==> config.mk <==
export PLATFORM = sky130hd
export DESIGN_NAME = pc_next_unit
export DESIGN_NICKNAME = d
export VERILOG_FILES = /design/src/rtl/pc_next_unit.sv
export SDC_FILE = /design/constraint.sdc
export NUM_CORES = 1
export LEC_CHECK = 0
export CAP_MARGIN = 20
export CORE_MARGIN = 2
export CORE_UTILIZATION = 61
export DETAILED_ROUTE_END_ITERATION = 10
export DONT_BUFFER_PORTS = 1
export GPL_TIMING_DRIVEN = 0
export PLACE_DENSITY_LB_ADDON = 0.1
export SETUP_SLACK_MARGIN = 0.02
export SLEW_MARGIN = 15
export SYNTH_ARGS = -nofsm -noshare
export SYNTH_HDL_FRONTEND = slang
export SYNTH_SLANG_ARGS = --single-unit
==> constraint.sdc <==
create_clock -name clk -period 2.78 [get_ports clk]
set_input_delay 0.695 -clock clk [delete_from_list [all_inputs] [get_ports clk]]
set_output_delay 0.695 -clock clk [all_outputs]
set_load 0.02 [all_outputs]
==> src/rtl/pc_next_unit.sv <==
// Fetch-stage PC with run/halt FSM, next-PC priority mux and optional return-address stack (PC_RAS_EN).
// Latency 1: every control input takes effect on the next rising edge; stall holds the PC, exc overrides stall.
module pc_next_unit #(
  parameter int unsigned WIDTH     = 32,
  parameter logic [31:0] RESET_VEC = 32'd100,
  parameter logic [31:0] EXC_VEC   = 32'h80,
  parameter int unsigned INC       = 4,
  parameter int unsigned RAS_DEPTH = 4
) (
  input  logic             clk,
  input  logic             rst,
  input  logic             run,
  input  logic             stall,
  input  logic             exc,
  input  logic             jr,
  input  logic [WIDTH-1:0] jr_target,
  input  logic             jump,
  input  logic [WIDTH-1:0] jump_target,
  input  logic             branch_taken,
  input  logic [WIDTH-1:0] branch_target,
  input  logic             call,
  input  logic             ret,
  output logic [WIDTH-1:0] pc,
  output logic [WIDTH-1:0] pc_plus4,
  output logic             running,
  output logic             ras_underflow
);

  localparam logic [WIDTH-1:0] RST_V   = WIDTH'(RESET_VEC);
  localparam logic [WIDTH-1:0] EXC_V   = WIDTH'(EXC_VEC);
  localparam logic [WIDTH-1:0] INC_V   = WIDTH'(INC);
  localparam logic [WIDTH-1:0] ALIGN_M = ~WIDTH'(3);

  typedef enum logic {HALT, RUN} state_t;

  state_t           state_q;
  logic [WIDTH-1:0] pc_q, pc_d;
  logic             running_q;
  logic             uflow_q, uflow_d;
  logic             active;
  logic             push, pop;

  assign active   = (state_q == RUN) && run;
  assign pc_plus4 = pc_q + INC_V;
  assign pc       = pc_q;
  assign running  = running_q;

`ifdef PC_RAS_EN
  localparam int unsigned        PW      = $clog2(RAS_DEPTH);
  localparam logic [PW:0]        DEPTH_C = (PW+1)'(RAS_DEPTH);

  logic [WIDTH-1:0] ras_q [RAS_DEPTH];
  logic [PW-1:0]    ptr_q;
  logic [PW-1:0]    top_idx;
  logic [PW:0]      cnt_q;

  // ptr_q is the next write slot; the newest entry sits just below it
  assign top_idx       = ptr_q - 1'b1;
  assign ras_underflow = uflow_q;
`else
  logic unused_ras;
  assign unused_ras    = call ^ ret;
  assign ras_underflow = 1'b0;
`endif

  always_comb begin
    pc_d    = RST_V;
    push    = 1'b0;
    pop     = 1'b0;
    uflow_d = 1'b0;
    if (active) begin
      if (exc) begin
        pc_d = EXC_V;
      end else if (stall) begin
        pc_d = pc_q;
      end else if (jr) begin
`ifdef PC_RAS_EN
        if (ret && (cnt_q != '0)) begin
          pc_d = ras_q[top_idx] & ALIGN_M;
          pop  = 1'b1;
        end else begin
          pc_d    = jr_target & ALIGN_M;
          uflow_d = ret;
        end
`else
        pc_d = jr_target & ALIGN_M;
`endif
      end else if (jump) begin
        pc_d = jump_target & ALIGN_M;
        push = call;
      end else if (branch_taken) begin
        pc_d = branch_target & ALIGN_M;
      end else begin
        pc_d = pc_plus4;
      end
    end
  end

  always_ff @(posedge clk) begin
    if (rst) begin
      state_q   <= HALT;
      pc_q      <= RST_V;
      running_q <= 1'b0;
      uflow_q   <= 1'b0;
`ifdef PC_RAS_EN
      cnt_q     <= '0;
      ptr_q     <= '0;
`endif
    end else begin
      pc_q    <= pc_d;
      uflow_q <= uflow_d;
      case (state_q)
        HALT: if (run) begin
          state_q   <= RUN;
          running_q <= 1'b1;
        end
        RUN: if (!run) begin
          state_q   <= HALT;
          running_q <= 1'b0;
        end
        default: begin
          state_q   <= HALT;
          running_q <= 1'b0;
        end
      endcase
`ifdef PC_RAS_EN
      if (!active) begin
        cnt_q <= '0;
        ptr_q <= '0;
      end else if (push) begin
        // a full stack overwrites its oldest slot and the count saturates
        ras_q[ptr_q] <= pc_plus4;
        ptr_q        <= ptr_q + 1'b1;
        if (cnt_q != DEPTH_C) cnt_q <= cnt_q + 1'b1;
      end else if (pop) begin
        ptr_q <= top_idx;
        cnt_q <= cnt_q - 1'b1;
      end
`else
      if (push || pop) begin
        uflow_q <= 1'b0;
      end
`endif
    end
  end

endmodule

==> metrics.cfg, run 1 <==
[grt]
grt_pass1_wl_um=16600
grt_pass1_vias=3314
grt_overflow=0
grt_max_degree=11
track_usage_pct=39.9
grt_antenna_before_repair=0

[floorplanning]
die-area_um2=5460
die_y_um=73.9
rows=25
ios=172
core_um2=4720
start_util_pct=63.1
die_w_um=73.9

[job]
max_cap_violations=0

[clock_network]
clk_pin_slew_ps=70
clk_path_buf_depth=2
cts_tree=done
postCtsHoldBufs=0
clockRootBuffer=clkbuf_8
htree_levels=2
cts.sinks=34
cts_buffers=5
clk_latency_ps=300

[timing]
final_max_slew_viol_count=0
period_share_pct=99.5
worst_slew_margin_rel_pct=49.2
period_needed_ps=2770
max_clock_freq_ghz=0.361
finalClockSkew_ps=3.25
setup_tns_ps=0
grt_setup_unrepaired=yes
worst_pin_slew_ps=759
setup_violations=0
hold_violations=0

[synthesis]
ys_async_sr_fraction_pct=0
yosysUniqueCellTypes=69
ys_warn_count=0
synthFlopType=dfxtp_1
syn_inst=391
synth-edff-count=0
syn-num-nets=499
synth-seq-cells=34
avgSynthCellArea_um2=7.62
ys_seq_area_share_pct=22.8
synth_largest_area_cell=dfxtp_1
ys_top_cells_by_count=34 x dfxtp_1, 31 x nor2_1, 30 x nand2_1
syn_area_um2=2980
synth_area_leaders=dfxtp_1 23%, xnor2_1 5.0%, nor2_1 3.9%
yosysMostFrequentCell=dfxtp_1
yosysTopAreaCellShare_pct=22.8

[pwr]
peakVddDrop_mv=0.210
pwr_density_cell_nw_per_um2=297
p_leak_uw=0.00137
finalPower_uw=1060

[layout]
area_growth_pct=20.3
drive_above_1_share_pct=25.8
antenna_cells=0
final_nets=522
fill_cells=350

[critical_path]
r2r_cells=8
crit_required_ps=2090
cp_data_arrival_time_ps=2070
cp_max_fo=7
r2r_setup_slack_ps=670
endpoint_kind=output port
critPathKind=flip-flop to output port
crit_path_start_kind=flip-flop

[hold_path]
min_path_type=flip-flop to flip-flop
holdPathStages=1

[outcome]
status=complete, no violations

[place]
routabilityCongestion=0.937
portBuffers=0
place_hpwl_um=8080

[detailed_routing]
first_iter_violations=437
viasPerCell=7.36
drt_wl_total_um=11400
dr.pass1.iters=5
drc=0
ant_nets=0
via_count=3538
routedWlPerCell_um=23.6

-- layer usage --
layer / GRT usage, % / vias to the layer above / routed length, um
met5: 0 / - / 0
met4: 15.8 / 0 / 327
met3: 16.0 / 50 / 1620
met2: 61.8 / 321 / 5220
met1: 49.7 / 1646 / 4190
li1: - / 1521 / -
-- power breakdown --
part / total, uW / switching (uW) / leakage (uW) / internal [uW]
Combinational: 191 / 126 / 0.00104 / 64.8
Clock: 369 / 196 / 0.0000383 / 173
Sequential: 504 / 16.3 / 0.000287 / 487
Total: 1060 / 339 / 0.00137 / 725
-- final cells by class --
type	instances	area, um2	area share, %
clock buffer	7	76.3	2.13
inverter	12	45.0	1.26
sequential	34	729	20.3
multi-input combinational	311	2340	65.3
timing repair buffer	16	120	3.35
tap	67	83.8	2.34
buffer	34	189	5.27
-- sequential cells by signal, summed over array words and instances (netlist names) --
| register | count |
|---|---|
| running | 1 |
| state_q | 1 |
| pc | 32 |
-- per-stage QoR --
stage                     hold slack [ps]  std cells  util, %  cell area [um2]  setup WS [ps]
after floorplan                       416        391        -             2990           59.2
after global placement                435        458     65.0             3070           -253
after detailed placement              444        458     65.0             3070           -252
after CTS                             456        469     71.4             3370           23.7
after global routing                  460        481     75.9             3580          -21.8
final                                 449        481     75.9             3580           13.1
-- cell families after synthesis --
| family | after synthesis | synth area share, % |
|---|---|---|
| fa+ha+maj | 2 | 0.839 |
| flops | 34 | 22.8 |
| compound gates | 127 | 30.6 |
| mux | 8 | 2.81 |
| other cells | 1 | 0.126 |
| xor+xnor | 27 | 7.93 |
| simple gates | 146 | 28.0 |
| buf+inv | 46 | 6.80 |
-- path summary, 6_finish.rpt --
| path | start | endpoint |
|---|---|---|
| setup / recovery | pc[11] | pc_plus4[31] |
| hold / removal | state_q | running |
| setup reg to reg | pc[4] | pc[10] |
| hold reg to reg | state_q | running |
-- timing repair --
item	in CTS	in global routing
endpoints found under the setup margin	21	16
resized for setup	47	33
setup buffers	4	12
pin swaps	8	13
-- critical path, stage by stage, from the launching register on --
cell and delay, ps:
dfxtp_4 390, buf_6 130, and4_4 250, nand4_1 130, buf_4 220, nor4_4 330
xor2_2 330
-- cells in the final DEF (no fill, tap or decap), drive strengths merged, types with 7 or more instances in the layout --
cell type,instances
nor2,31
inv,12
nand4,7
a221oi,10
nor3,19
o21ai,22
a21oi,20
xnor2,17
dfxtp,34
xor2,10
nand3,14
buf,30
and4,10
nand2b,10
clkbuf,27
nand2,30
Power figures use the tool's default switching activity.
==> run 2: changes to the inputs <==
--- a/config.mk
+++ b/config.mk
@@ -12,8 +12,10 @@
 export DONT_BUFFER_PORTS = 1
 export GPL_TIMING_DRIVEN = 0
 export PLACE_DENSITY_LB_ADDON = 0.1
+export RECOVER_POWER = 100
 export SETUP_SLACK_MARGIN = 0.02
-export SLEW_MARGIN = 15
+export SLEW_MARGIN = 5
 export SYNTH_ARGS = -nofsm -noshare
 export SYNTH_HDL_FRONTEND = slang
 export SYNTH_SLANG_ARGS = --single-unit
+export TNS_END_PERCENT = 50
==> metrics.cfg, run 2 (synthesis results as in run 1) <==
[hold_path]
hp-start=state_q  ; unchanged
hold_end=running  ; unchanged
min_path_type=flip-flop to flip-flop  ; unchanged
holdPathStages=1  ; unchanged

[detailed_routing]
viasPerCell=7.33  ; was 7.36
first_iter_violations=381  ; was 437
ant_nets=0  ; unchanged
routedWlPerCell_um=23.6  ; about the same
drt_wl_total_um=11100  ; was 11400 um
via_count=3461  ; was 3538
dr.pass1.iters=5  ; unchanged
drc=0  ; unchanged

[layout]
antenna_cells=0  ; unchanged
stdcell_area_um2=3490  ; was 3580 um2
drive_above_1_share_pct=24.0  ; was 25.8%
final_cell_mix=30 x nand2_1, 30 x nor2_1, 22 x o21ai_0, 20 x clkbuf_1, 20 x a21oi_1  ; was 30 x nand2_1, 30 x nor2_1, 22 x o21ai_0
area_growth_pct=17.3  ; was 20.3%
final_cell_count_no_fill=472  ; was 481
final_nets=513  ; was 522
largest_reg_flops=32  ; unchanged

[pwr]
pwr_density_cell_nw_per_um2=303  ; was 297 nW/um2
pwr-share-clk_pct=34.7  ; about the same
peakVddDrop_mv=0.207  ; was 0.210 mV
switching_share_pct=31.6  ; was 31.8%
p_leak_uw=0.00132  ; was 0.00137 uW
internal-power_uw=725  ; about the same
power_frac_seq_pct=47.5  ; was 47.4%
combPwrFrac_pct=17.8  ; was 17.9%
power.switching_uw=335  ; was 339 uW

[critical_path]
slowest_stage=dfxtp_4  ; unchanged
rr_startpoint=state_q  ; was pc[4]
cp_data_arrival_time_ps=2080  ; was 2070 ps
cp_slowest_stage_delay_ps=390  ; about the same
endpoint_kind=output port  ; unchanged
crit_required_ps=2090  ; about the same
r2r_cells=7  ; was 8
r2r_setup_slack_ps=640  ; was 670 ps
cp_max_fo=7  ; unchanged
critPathKind=flip-flop to output port  ; unchanged
crit_path_start_kind=flip-flop  ; unchanged
cpLargestDelayFamily=simple AND/OR/NAND/NOR gates  ; unchanged
rr_endpoint=pc[20]  ; was pc[10]
path_cells=buf_6 -> nand4_4 -> or2_1 -> buf_4 -> or3_4 -> xnor2_4  ; was buf_6 -> and4_4 -> nand4_1 -> buf_4 -> nor4_4 -> xor2_2
critPathBufInv=2  ; unchanged

[timing]
worst_pin_slew_ps=715  ; was 759 ps
period_share_pct=99.7  ; was 99.5%
worst_slew_margin_rel_pct=52.2  ; was 49.2%
period_needed_ps=2770  ; about the same
grt_setup_unrepaired=yes  ; unchanged
final_max_slew_viol_count=0  ; unchanged
max_clock_freq_ghz=0.361  ; about the same
finalClockSkew_ps=3.91  ; was 3.25 ps
hold_violations=0  ; unchanged
setup_violations=0  ; unchanged
setup_tns_ps=0  ; unchanged

[place]
placed_area_um2=3070  ; unchanged
routabilityCongestion=0.937  ; unchanged
portBuffers=0  ; unchanged
place_hpwl_um=8080  ; unchanged
dpl.cell_count=458  ; unchanged

[floorplanning]
start_util_pct=63.1  ; unchanged
core_um2=4720  ; unchanged
die_w_um=73.9  ; unchanged
ios=172  ; unchanged
die_y_um=73.9  ; unchanged
rows=25  ; unchanged
die-area_um2=5460  ; unchanged

[outcome]
status=complete, no violations  ; unchanged

[clock_network]
clk_pin_slew_ps=70  ; about the same
cts_tree=done  ; unchanged
clk_latency_ps=290  ; was 300 ps
postCtsHoldBufs=0  ; unchanged
htree_levels=2  ; unchanged
cts.sinks=34  ; unchanged
cts_buffers=5  ; unchanged
clk_path_buf_depth=2  ; unchanged
clockRootBuffer=clkbuf_8  ; unchanged

[grt]
grt_pass1_vias=3314  ; unchanged
grt_pass1_wl_um=16600  ; unchanged
grt_antenna_before_repair=0  ; unchanged
grt_overflow=0  ; unchanged
grt_max_degree=11  ; unchanged
track_usage_pct=39.9  ; unchanged

[job]
max_cap_violations=0  ; unchanged

## run 2: cell count changes in the layout (fill, tap and decap cells not counted), sizes merged
| cell | delta |
|---|---|
| buf | -9 |
## run 2: timing repair
item | in CTS | in global routing
setup buffers | 4 | 3
pin swaps | 8 | 10
gates resized for setup | 47 | 30
endpoints found under the setup margin | 21 | 16
## run 2: final cells by class
| class | instances | area (um2) |
|---|---|---|
| Multi-Input combinational cell | 311 | 2320 |
| Tap cell | 67 | 83.8 |
| Timing Repair Buffer | 7 | 52.6 |
| Fill cell | 368 | 1230 |
| Sequential cell | 34 | 729 |
| Buffer | 34 | 185 |
| Clock buffer | 7 | 76.3 |
| Inverter | 12 | 45.0 |
## run 2: through the flow
step / util (%) / hold WS, ps / total power (uW) / worst slack, ps
after CTS: 71.4 / 456 / 1050 / 23.7
after global placement: 65.0 / 435 / 695 / -253
after detailed placement: 65.0 / 444 / 699 / -252
final: 74.0 / 450 / 1060 / 8.40
after floorplan: - / 416 / 652 / 59.2
after global routing: 74.0 / 460 / 1090 / -51.8
## run 2: worst max path at each step
stage	from	slack, ps	cells after the start	end
floorplan	pc[3]	60	6	pc_plus4[18]
global placement	pc[3]	-250	6	pc_plus4[24]
detailed placement	pc[3]	-250	6	pc_plus4[24]
CTS	pc[18]	20	5	pc_plus4[27]
global route	pc[4]	-50	6	pc_plus4[16]
finish	pc[4]	8	6	pc_plus4[16]
## run 2: power groups by stage
stage          Clock, uW  Combinational [uW]  Sequential, uW
3_3_place_gp           0                 176             519
6_report             367                 189             504
4_1_cts              367                 181             507
2_1_floorplan          0                 134             517
5_1_grt              387                 202             504
3_5_place_dp           0                 179             519
## run 2: metal layers
layer	global-route usage [%]	up-vias	wire length (um)	part of all wire (%)
met2	61.8	287	5130	46
met1	49.7	1635	4170	37
met3	16.0	35	1550	14
met4	15.8	0	272	2.4
li1	-	1504	-	-
met5	0	-	0	0
## run 2: worst reg2reg max path: stages (launching register included)
cell and delay (ps):
dfxtp_1 340, ha_1 180, nor2b_1 350, nand2b_1 210
clkbuf_1 340, a2111oi_0 490, a21oi_1 90, nand2_1 90
